===== config.mk =====
export PLATFORM = sky130hd
export DESIGN_NAME = serial_paralelo_rx
export DESIGN_NICKNAME = d
export VERILOG_FILES = /design/src/rtl/serial_paralelo_rx.sv
export SDC_FILE = /design/constraint.sdc
export NUM_CORES = 1
export LEC_CHECK = 0
export CORE_ASPECT_RATIO = 1.5
export CORE_MARGIN = 5
export CORE_UTILIZATION = 45
export DETAILED_ROUTE_END_ITERATION = 10
export PLACE_DENSITY = 0.76
export SKIP_CTS_REPAIR_TIMING = 1
export SYNTH_ARGS = -nofsm -noshare
export SYNTH_HDL_FRONTEND = slang
export SYNTH_SLANG_ARGS = --single-unit

===== constraint.sdc =====
create_clock -name clk -period 1.9 [get_ports clk]
set_clock_uncertainty 0.05 [all_clocks]
set_input_delay 0.19 -clock clk [delete_from_list [all_inputs] [get_ports clk]]
set_output_delay 0.19 -clock clk [all_outputs]
set_load 0.1 [all_outputs]

===== src/rtl/serial_paralelo_rx.sv =====
// Serial-to-parallel receiver: aligns an MSB-first bit stream on repeated
// comma characters, then presents each received byte with a data-valid flag.
module serial_paralelo_rx #(
  parameter logic [7:0] COMMA    = 8'hBC,
  parameter int         BC_COUNT = 4
) (
  input  logic       clk,
  input  logic       reset,
  input  logic       serialIn,
  output logic [7:0] dataOut,
  output logic       validOut,
  output logic       active,
  output logic [1:0] dbg_state
);

  typedef enum logic [1:0] {
    SEARCH = 2'd0,
    COUNT  = 2'd1,
    LOCKED = 2'd2
  } state_t;

  localparam logic [2:0] BC_TARGET = 3'(BC_COUNT);

  state_t     state;
  logic [7:0] sr;
  logic [2:0] cnt;
  logic [2:0] bc_cnt;
  logic [7:0] w;
  logic       boundary;
  logic       is_comma;

  // w is the byte whose last bit arrives on this edge.
  assign w         = {sr[6:0], serialIn};
  assign boundary  = (cnt == 3'd7);
  assign is_comma  = (w == COMMA);
  assign dbg_state = state;

  always_ff @(posedge clk or negedge reset) begin
    if (!reset) begin
      state    <= SEARCH;
      sr       <= 8'h00;
      cnt      <= 3'd0;
      bc_cnt   <= 3'd0;
      dataOut  <= 8'h00;
      validOut <= 1'b0;
      active   <= 1'b0;
    end else begin
      sr  <= w;
      cnt <= cnt + 3'd1;
      case (state)
        SEARCH: begin
          // A comma here defines the byte boundary: restart the bit counter.
          if (is_comma) begin
            cnt    <= 3'd0;
            bc_cnt <= 3'd1;
            if (BC_TARGET == 3'd1) begin
              state  <= LOCKED;
              active <= 1'b1;
            end else begin
              state <= COUNT;
            end
          end
        end
        COUNT: begin
          if (boundary) begin
            if (is_comma) begin
              bc_cnt <= bc_cnt + 3'd1;
              if (bc_cnt + 3'd1 == BC_TARGET) begin
                state  <= LOCKED;
                active <= 1'b1;
              end
            end else begin
              bc_cnt <= 3'd0;
              state  <= SEARCH;
            end
          end
        end
        LOCKED: begin
          // Lock is sticky; only reset can leave this state.
          if (boundary) begin
            dataOut  <= w;
            validOut <= !is_comma;
          end
        end
        default: state <= SEARCH;
      endcase
    end
  end

endmodule


==> flow_metrics.tcl <==
set metrics [dict create \
    clkSlewWorstSetupHoldPaths_ps 130 \
    layout.nets 103 \
    maxSlewViolCount 0 \
    multiInputGateArea_sq_um 422 \
    path_delay_family "adder cells" \
    clockBufferDepth 2 \
    finalSetupViolCount 0 \
    clock_latency_ps 310 \
    area_growth_pct 18.5 \
    clock-root-buffer "clkbuf_4" \
    yosysWarnings 0 \
    grt_max_degree 26 \
    grt_pass1_wl_mm 3.14 \
    p_per_area_nw_per_um2 712 \
    end_kind "flip-flop" \
    crit_slowest_cell "dfrtp_1" \
    syn_area_sq_um 1070 \
    grt_pass1_vias 700 \
    hold_viol 0 \
    chipWidth_um 49.8 \
    fin_crit_ps 1660 \
    fin_ws_ps 238 \
    synth_edf_count 0 \
    cts_tree "done" \
    synth_largest_area_cell "dfrtp_1" \
    min_period_over_period 0.875 \
    drive_gt1_frac 0.326 \
    wl_mm 1.82 \
    critPathLaunchType "flip-flop" \
    post-place-ws_ps 246 \
    place_hpwl_mm 1.37 \
    tightest_slew_ps 318 \
    antenna_found_initial 0 \
    ant_nets 0 \
    min_path_type "primary input to asynchronous set/reset pin" \
    p_leak_nw 0.614 \
    yosys-top-cells-count "dfrtp_1 (25), mux2_4 (8), ha_1 (4)" \
    maxCapViolCount 0 \
    routed_via_density 5.58 \
    ff_latch_area_sq_um 626 \
    crit_chain "ha_1 > ha_1 > nand3b_1 > buf_4 > mux2_4" \
    wl_per_cell_um 15.5 \
    slew_headroom 0.788 \
    peakVddDrop_mv 0.363 \
    cp.required_ps 2060 \
    drt_first_pass_iters 4 \
    drt_iter0_markers 8 \
    max_freq_ghz 0.602 \
    fin_tns_setup_ps 0 \
    yosysSeqAreaShare 0.584 \
    fp.coreArea_sq_um 2260 \
    fillers 183 \
    dieArea_sq_um 3480 \
    outcome "finished, final reports clean" \
    num_antenna_cells 0 \
    synthCells 76 \
    ys.flop_type "dfrtp_1" \
    utilization 0.561 \
    portBuffers 14 \
    worst-setup-path-type "flip-flop to flip-flop" \
    cp_max_fo 10 \
    synthDistinctLibCells 31 \
    avgSynthCellArea_sq_um 14.1 \
    synthTopCellsByArea "dfrtp_1 (58%), mux2_4 (11%), ha_1 (4.7%), nand3_1 (1.4%), o21ai_0 (1.4%)" \
    gp_congestion 0.752 \
    vias 659 \
    cts_buffers 3 \
    cts.sinks 25 \
    synth-seq-cells 25 \
    slowest_delay_ps 410 \
    drc 0 \
    die_y_um 69.8 \
    core.rowCount 21 \
    netlist.area_leader.share 0.584 \
    track_usage 0.112 \
    rsz0062_at_grt "false" \
    grt-ovfl-total 0 \
    syn_nets 83 \
    cp_num_buf_inv 1 \
    critPathMostFrequentCell "ha_1" \
    async_flop_share 1.00 \
    critPathArrivalTime_ps 1830 \
    start_util 0.474 \
    io_pins 15 \
    synth.most_common_cell "dfrtp_1" \
    htreeDepth 1 \
]
## sequential cells by signal, indices dropped and copies added (netlist names)
| register | flops |
|---|---|
| dataOut | 8 |
| sr | 7 |
| bc_cnt | 3 |
| cnt | 3 |
| dbg_state | 2 |
| active | 1 |
| validOut | 1 |
## cells by family after synthesis
family | synth area share
buf+inv | 0.0222
mux | 0.112
simple gates | 0.135
flops | 0.584
fa+ha+maj | 0.0467
xor+xnor | 0.00818
compound gates | 0.0911
## cells in the final DEF (no fill, tap or decap), drive strengths merged, types with 3 or more instances in the layout
cell type / count
ha: 4
nand3: 3
buf: 15
mux2: 8
clkbuf: 3
dfrtp: 25
o21ai: 5
## stage by stage
| step | hold WS (ps) | instance area [sq um] | power [mW] | cells |
|---|---|---|---|---|
| after floorplan | -156 | 1070 | 0.650 | 76 |
| after global placement | 356 | 1240 | 0.686 | 114 |
| after detailed placement | 353 | 1240 | 0.687 | 114 |
| after CTS | 167 | 1270 | 0.921 | 118 |
| final | 167 | 1270 | 0.903 | 118 |
| after global routing | 190 | 1270 | 0.944 | 118 |
## power by group
group | leakage (nW) | internal, mW | switching (mW)
logic | 0.307 | 0.0300 | 0.0846
clock network | 0.0177 | 0.0787 | 0.149
registers | 0.289 | 0.548 | 0.0126
total | 0.614 | 0.657 | 0.246
## routing by layer
metal  GRT usage  vias up  wire (um)
met5           0        -          0
met4      0.0525        0         42
met3      0.0237        4         60
met2       0.174        8        928
met1       0.146      328        793
li1            -      319          -
## layout make-up
type	count	share of cell area
clock inverters	1	0.00394
inverters	2	0.00592
multi-input cells	47	0.332
well taps	23	0.0227
flip-flops and latches	25	0.493
repair buffers	17	0.124
clock buffers	3	0.0178
## worst paths after layout
path	start	to	slack [ps]	cells past startpoint
max in group asynchronous	reset	dbg_state[0]$_DFFE_PN0P_	1400	2
min in group clk	serialIn	sr[0]$_DFF_PN0_	340	1
setup reg to reg	cnt[0]$_DFF_PN0_	dataOut[0]$_DFFE_PN0P_	240	5
hold / removal	reset	dataOut[3]$_DFFE_PN0P_	170	2
setup / recovery	cnt[0]$_DFF_PN0_	dataOut[0]$_DFFE_PN0P_	240	5
hold reg to reg	sr[1]$_DFF_PN0_	sr[2]$_DFF_PN0_	390	0
(Power assumes the default switching activity.)
